--- config.mk ---
export PLATFORM = sky130hd
export DESIGN_NAME = conditional_sum_adder_4bit
export DESIGN_NICKNAME = d
export VERILOG_FILES = /design/src/rtl/csa_pkg.sv /design/src/rtl/csa_merge.sv /design/src/rtl/conditional_sum_adder_4bit.sv
export SDC_FILE = /design/constraint.sdc
export NUM_CORES = 1
export LEC_CHECK = 0
export CORE_AREA = 2 2 39 41
export CTS_BUF_LIST = sky130_fd_sc_hd__clkbuf_4 sky130_fd_sc_hd__clkbuf_8 sky130_fd_sc_hd__clkbuf_16
export DETAILED_ROUTE_END_ITERATION = 6
export DIE_AREA = 0 0 41 43
export PLACE_DENSITY = 0.56
export SETUP_SLACK_MARGIN = 0.15
export SLEW_MARGIN = 20
export SYNTH_ARGS = -nofsm -noshare
export SYNTH_HDL_FRONTEND = slang
export SYNTH_SLANG_ARGS = --single-unit
export TNS_END_PERCENT = 1
--- constraint.sdc ---
create_clock -name clk -period 2.35 [get_ports clk]
set_input_delay 0.3525 -clock clk [delete_from_list [all_inputs] [get_ports clk]]
set_output_delay 0.3525 -clock clk [all_outputs]
set_load 0.005 [all_outputs]
--- src/rtl/csa_pkg.sv ---
// ============================================================================
// Module   : csa_pkg
// Brief    : Shared width, candidate-pair types and helpers for the
//            conditional-sum adder.
// Revision : 1.0 - initial release
// ============================================================================
`default_nettype none

package csa_pkg;

  localparam int CSA_WIDTH = 4;

  typedef struct packed {
    logic sum;
    logic carry;
  } csa_pair_t;

  // Candidate results of one bit for both possible incoming carries.
  typedef struct packed {
    csa_pair_t cin0;
    csa_pair_t cin1;
  } csa_cand_t;

  function automatic int clog2(input int value);
    int r;
    int v;
    r = 0;
    v = value - 1;
    while (v > 0) begin
      r = r + 1;
      v = v >> 1;
    end
    return r;
  endfunction

  function automatic csa_cand_t csa_bit_cand(input logic a, input logic b);
    csa_cand_t c;
    c.cin0.sum   = a ^ b;
    c.cin0.carry = a & b;
    c.cin1.sum   = ~(a ^ b);
    c.cin1.carry = a | b;
    return c;
  endfunction

endpackage

`default_nettype wire

--- src/rtl/csa_merge.sv ---
// ============================================================================
// Module   : csa_merge
// Brief    : Merges two adjacent GW-bit candidate groups into one 2*GW-bit
//            group; the lower group's carries select the upper candidates.
// Revision : 1.0 - initial release
// ============================================================================
`default_nettype none

module csa_merge
  import csa_pkg::*;
#(
  parameter int GW = 1
) (
  input  logic [GW-1:0]   lo_s0,
  input  logic [GW-1:0]   lo_s1,
  input  logic            lo_c0,
  input  logic            lo_c1,
  input  logic [GW-1:0]   hi_s0,
  input  logic [GW-1:0]   hi_s1,
  input  logic            hi_c0,
  input  logic            hi_c1,
  output logic [2*GW-1:0] s0,
  output logic [2*GW-1:0] s1,
  output logic            c0,
  output logic            c1
);

  assign s0 = {(lo_c0 ? hi_s1 : hi_s0), lo_s0};
  assign c0 = lo_c0 ? hi_c1 : hi_c0;
  assign s1 = {(lo_c1 ? hi_s1 : hi_s0), lo_s1};
  assign c1 = lo_c1 ? hi_c1 : hi_c0;

endmodule

`default_nettype wire

--- src/rtl/conditional_sum_adder_4bit.sv ---
// ============================================================================
// Module   : conditional_sum_adder_4bit
// Brief    : Registered conditional-sum adder, S/C_out = A + B + C_in.
//            Optional macro CSA_INPUT_REG_EN adds an input register stage.
// Revision : 1.0 - initial release
// ============================================================================
`default_nettype none

module conditional_sum_adder_4bit
  import csa_pkg::*;
#(
  parameter int WIDTH = CSA_WIDTH
) (
  input  logic             clk,
  input  logic             rst,
  input  logic [WIDTH-1:0] A,
  input  logic [WIDTH-1:0] B,
  input  logic             C_in,
  output logic [WIDTH-1:0] S,
  output logic             C_out
);

  localparam int LEVELS = clog2(WIDTH);

  logic [WIDTH-1:0] op_a;
  logic [WIDTH-1:0] op_b;
  logic             op_cin;

`ifdef CSA_INPUT_REG_EN
  logic [WIDTH-1:0] a_q, a_d;
  logic [WIDTH-1:0] b_q, b_d;
  logic             cin_q, cin_d;

  always_comb begin
    a_d   = A;
    b_d   = B;
    cin_d = C_in;
  end

  always_ff @(posedge clk) begin
    if (rst) begin
      a_q   <= '0;
      b_q   <= '0;
      cin_q <= 1'b0;
    end else begin
      a_q   <= a_d;
      b_q   <= b_d;
      cin_q <= cin_d;
    end
  end

  assign op_a   = a_q;
  assign op_b   = b_q;
  assign op_cin = cin_q;
`else
  assign op_a   = A;
  assign op_b   = B;
  assign op_cin = C_in;
`endif

  // Level k holds WIDTH>>k groups of 2^k bits, each with both carry-in variants.
  for (genvar k = 0; k <= LEVELS; k++) begin : g_lvl
    localparam int G  = 1 << k;
    localparam int NG = WIDTH >> k;

    logic [WIDTH-1:0] s0;
    logic [WIDTH-1:0] s1;
    logic [NG-1:0]    c0;
    logic [NG-1:0]    c1;

    if (k == 0) begin : g_leaf
      for (genvar i = 0; i < WIDTH; i++) begin : g_bit
        csa_cand_t cand;
        assign cand  = csa_bit_cand(op_a[i], op_b[i]);
        assign s0[i] = cand.cin0.sum;
        assign c0[i] = cand.cin0.carry;
        assign s1[i] = cand.cin1.sum;
        assign c1[i] = cand.cin1.carry;
      end
    end else begin : g_tree
      localparam int H = G / 2;
      for (genvar j = 0; j < NG; j++) begin : g_grp
        csa_merge #(
          .GW(H)
        ) u_merge (
          .lo_s0 (g_lvl[k-1].s0[j*G +: H]),
          .lo_s1 (g_lvl[k-1].s1[j*G +: H]),
          .lo_c0 (g_lvl[k-1].c0[2*j]),
          .lo_c1 (g_lvl[k-1].c1[2*j]),
          .hi_s0 (g_lvl[k-1].s0[j*G+H +: H]),
          .hi_s1 (g_lvl[k-1].s1[j*G+H +: H]),
          .hi_c0 (g_lvl[k-1].c0[2*j+1]),
          .hi_c1 (g_lvl[k-1].c1[2*j+1]),
          .s0    (s0[j*G +: G]),
          .s1    (s1[j*G +: G]),
          .c0    (c0[j]),
          .c1    (c1[j])
        );
      end
    end
  end

  logic [WIDTH-1:0] s_q, s_d;
  logic             c_out_q, c_out_d;

  always_comb begin
    s_d     = g_lvl[LEVELS].s0;
    c_out_d = g_lvl[LEVELS].c0[0];
    if (op_cin) begin
      s_d     = g_lvl[LEVELS].s1;
      c_out_d = g_lvl[LEVELS].c1[0];
    end
  end

  always_ff @(posedge clk) begin
    if (rst) begin
      s_q     <= '0;
      c_out_q <= 1'b0;
    end else begin
      s_q     <= s_d;
      c_out_q <= c_out_d;
    end
  end

  assign S     = s_q;
  assign C_out = c_out_q;

endmodule

`default_nettype wire

=== After elaboration in Yosys (flattened, before gate mapping) ===
Cells that the tools add are included.

* Word-level logic and storage cells: 32
* Input port bits: 11
* Output and inout bits: 5
* Flip-flop bits (word level): 5

* Multiplexer cells: 14
* Bitwise logic cells: 16

{| class="wikitable"
|+ Operator list
! cell !! number
|-
| 2-to-1 mux 1 bit || 11
|-
| bitwise AND 1 bit || 4
|-
| 2-to-1 mux 2 bit || 2
|-
| 2-to-1 mux 4 bit || 1
|-
| NOT 1 bit || 4
|-
| OR 1 bit || 4
|-
| bitwise XOR 1 bit || 4
|}

=== Logic depth before layout (Yosys ltp) ===
* Depth in word-level cells: 5
* Depth in mapped cells: 6

=== Hierarchy ===
Synthesis repeated with hierarchy kept, for this count alone.

* Cell total of the unflattened synthesis: 62
* Area, all modules: 558.0 um2

{| class="wikitable"
|+ Modules (own cells, without submodules)
! module !! instances !! sequential area each (um2) !! cells an instance !! area an instance (um2)
|-
| conditional_sum_adder_4bit || 1 || 100.1 || 40 || 340.3
|-
| csa_merge (g_lvl[1].g_tree.g_grp[0].u_merge ...) || 2 || 0.0 || 6 || 60.1
|-
| csa_merge (g_lvl[2].g_tree.g_grp[0].u_merge) || 1 || 0.0 || 10 || 97.6
|}

=== Worst setup path before layout ===
No wires, ideal clock.

* Path kind: input to register
* Start: input A[0]
* End: register c_out_q, in the netlist C_out
* Arrival time: 1.361 ns
* Path buffers: 0
* Data required time: 2.227 ns
* Setup slack: 0.866 ns
* Stages on the path: 5
* Cell sequence: inv_1 -> ha_1 -> a21oi_2 -> mux2i_1 -> mux2_1

* Longest elaborated chain between the ends: 4
* Elaborated cells on any way between the ends: 7
* Classes of those cells: mux: 5; bitwise: 2

{| class="wikitable"
|+ RTL lines
! item !! line !! RTL
|-
| from (decl) || conditional_sum_adder_4bit.sv:16 || <nowiki>input logic [WIDTH-1:0] A,</nowiki>
|-
| bitwise AND 1 bit or OR 1 bit (tied branches) || csa_pkg.sv:39, csa_pkg.sv:41 ||
|-
| 2-to-1 mux 1 bit (on tied branches) (2 in series) || csa_merge.sv:29, csa_merge.sv:31 ||
|-
| 2-to-1 mux 1 bit (*) || conditional_sum_adder_4bit.sv:109 || <nowiki>if (op_cin) begin</nowiki>
|-
| to (signal assigned) || conditional_sum_adder_4bit.sv:121 || <nowiki>c_out_q <= c_out_d;</nowiki>
|-
| to (decl) || conditional_sum_adder_4bit.sv:104 || <nowiki>logic c_out_q, c_out_d;</nowiki>
|}

Mark *: on every way between the ends. The rest lies on a longest branch, timed or not.
A chain may end at the register's enable or synchronous reset.

=== Final worst setup path ===
* Start: input A[0]
* End: register s_q[3], in the netlist S[3]

* Longest elaborated chain between the ends: 4
* Elaborated cells on any way between the ends: 7
* Classes of those cells: mux: 5; bitwise: 2

{| class="wikitable"
|+ RTL lines
! item !! line !! RTL
|-
| bitwise AND 1 bit or OR 1 bit (tied branches) || csa_pkg.sv:39, csa_pkg.sv:41 ||
|-
| 2-to-1 mux 1 bit (on tied branches) || csa_merge.sv:29, csa_merge.sv:31 ||
|-
| 2-to-1 mux 2 bit (on tied branches) || csa_merge.sv:28, csa_merge.sv:30 ||
|-
| 2-to-1 mux 4 bit (*) || conditional_sum_adder_4bit.sv:109 ||
|-
| to (signal assigned) || conditional_sum_adder_4bit.sv:117 || <nowiki>s_q <= '0;</nowiki>
|-
| to (signal assigned) || conditional_sum_adder_4bit.sv:120 || <nowiki>s_q <= s_d;</nowiki>
|-
| to (decl) || conditional_sum_adder_4bit.sv:103 || <nowiki>logic [WIDTH-1:0] s_q, s_d;</nowiki>
|}

Marks and branches as above.

==> flow_summary_export.csv <==
group,metric,value,unit
status,outcome,"finished, final reports clean",
global_routing,grt_use_total,9.319,%
setup_path,crit_type,"in2reg",
setup_path,cp_slowest_stage_delay,0.48,ns
placement,hpwl,521.4,um
pwr,clockPowerShare,38.2,%
sta,fmax,0.5553,GHz
synthesis,synth_top_area_cell,"dfxtp_1",
clock_tree,path_clk_slew,0.05,ns
pwr,power_density,505.4,mW/mm^2
placement,io_buffers,15,
floorplan,io_pins,16,
floorplan,fp.dieW,41,um
sta,max_slew_margin,83.98,%
pwr,pwr-share-seq,33.5,%
clock_tree,cts_buffers,3,
finish,multi_input_comb_area,241.5,um^2
global_routing,overflow,0,
finish,layout_common_cells,"15 x clkdlybuf4s50_1, 9 x inv_1, 8 x ha_1, 6 x nor2_1, 5 x dfxtp_1",
drt,ant_nets,0,
pwr,ir_drop,0.1272,mV
sta,hold_viol,0,
hold_path,hold_class,"in2reg",
finish,nFillCells,147,
synthesis,ys_seq_area_share,26.67,%
drt,vias_per_cell,4.026,
clock_tree,postCtsSetupRepairBufs,0,
drt,vias,314,
synthesis,syn_area,375.4,um^2
pwr,p_int,223.7,uW
floorplan,die_y,43,um
finish,stdcell_count,78,
setup_path,cp_slowest_cell,"clkdlybuf4s50_1",
setup_path,path_max_fanout,3,
sta,rsz0062_at_grt,"false",
global_routing,antenna_found_initial,0,
setup_path,required,2.48,ns
finish,regArea,100.1,um^2
global_routing,grt_pass1_wl,1.041,mm
pwr,pwr-share-comb,28.3,%
sta,final_max_slew_viol_count,0,
clock_tree,cts_max_level,1,
drt,route.detailed.wl_per_inst,7.795,um
finish,fin_util,41.59,%
clock_tree,clock-root-buffer,"clkbuf_4",
synthesis,synth_seq_cells,5,
finish,final_layout_size_suffix_gt1_share,11.29,%
global_routing,grt_max_degree,9,
setup_path,crit_path_end_kind,"register",
floorplan,core-area,0.001384,mm^2
finish,fin_nets,82,
clock_tree,cts_tree,"done",
sta,setup-violations-final,0,
floorplan,initial_core_util,27.12,%
placement,dpl-instance-area,545.5,um^2
synthesis,ys_top_cells_by_area,"dfxtp_1 27%, ha_1 27%, inv_1 9.0%",
clock_tree,cts_buffer_depth,2,
setup_path,crit_chain,"clkdlybuf4s50_1 -> inv_1 -> ha_1 -> a21oi_2 -> mux2i_1 -> mux2_1",
placement,place_congestion,0.6924,
clock_tree,cts_resized,0,
synthesis,synth_cell_types,14,
placement,dp_cells,74,
setup_path,cp.arrival,1.93,ns
sta,worst_pin_slew,0.2336,ns
floorplan,rows,14,
sta,finalCritPeriodShare,76.63,%
finish,layout_commonest_cell,"clkdlybuf4s50_1",
sta,tns,0,ns
floorplan,dieArea,0.001763,mm^2
pwr,p_sw_share,23.09,%
setup_path,start_kind,"primary input",
finish,antenna_cells,0,
drt,drt_iter0_drc,1,
synthesis,syn_avg_cell_area,8.729,um^2
drt,drc,0,
clock_tree,cts_sinks,5,
synthesis,ys.warnings.count,0,
finish,final_cell_area,575.6,um^2
finish,area_delta_synth_final,53.33,%
synthesis,synth_nets,62,
synthesis,synthCells,43,
setup_path,critical_path_buf_inv_count,2,
setup_path,cp_top_family,"multiplexers",
drt,drt_wl_total,608,um
global_routing,grt_pass1_vias,274,
pwr,p_leak,0.2838,nW
clock_tree,hold_buffers,0,
drt,dr.pass1.iters,2,
synthesis,yosysTopAreaCellShare,26.67,%
sta,fin_crit,1.801,ns
flow_run,cap_viol_max_count,0,
pwr,p_sw,67.16,uW
==> power by group through the flow <==
stage	Sequential [mW]	Clock, mW	Combinational [mW]
after floorplan	0.101	0	0.0367
after global placement	0.0987	0	0.0830
after detailed placement	0.0990	0	0.0836
after CTS	0.0974	0.116	0.0841
after global routing	0.0981	0.122	0.0935
final	0.0974	0.111	0.0824
==> through the flow <==
step	power, mW	hold slack [ns]	worst slack (ns)
after floorplan	0.1373	0.4249	0.8656
after global placement	0.1817	1.053	0.2932
after detailed placement	0.1826	1.053	0.2827
after CTS	0.2974	0.8306	0.5386
after global routing	0.3132	0.8487	0.4687
final	0.2909	0.8279	0.5491
==> sequential cells by signal, indices dropped and copies added, names as in the netlist <==
name / count
S: 4
C_out: 1
==> synthesized netlist by cell type <==
master / number
dfxtp_1: 5
ha_1: 8
mux2i_1: 2
nor2b_1: 3
inv_1: 9
xnor2_1: 2
nor2_2: 1
nand2_1: 1
mux2_2: 1
o21ai_0: 1
nor2_1: 6
mux2_1: 2
a21oi_2: 1
a21oi_1: 1
==> kinds of logic (layout without fill, tap and decap cells) <==
group	after synthesis	count (layout)	synth area share (%)
adders and majority gates	8	8	26.67
and+or+nand+nor	11	11	13.67
buffers and inverters	9	28	8.999
AOI/OAI and AO/OA	3	3	4.998
DFF	5	5	26.67
muxes	5	5	14.33
xor gates and xnor gates	2	2	4.668
==> area by class of cell <==
class / count / area share, %
clock buffers: 4 / 5.217
well taps: 16 / 3.478
multi-input cells: 29 / 41.96
flip-flops and latches: 5 / 17.39
repair buffers: 15 / 26.09
inverters: 9 / 5.870
==> per-layer routing <==
metal / global-route usage [%] / up-vias / share of wire (%)
li1: - / 171 / -
met1: 10.54 / 133 / 46
met2: 12.19 / 10 / 46
met3: 3.141 / 0 / 8.1
met4: 10.00 / 0 / 0
met5: 0 / - / 0
==> final timing paths <==
| kind | from | to | slack (ns) | cells after the start |
|---|---|---|---|---|
| setup / recovery | A[0] | S[3] | 0.55 | 6 |
| hold / removal | rst | S[0] | 0.83 | 2 |
Power figures use the tool's default switching activity.
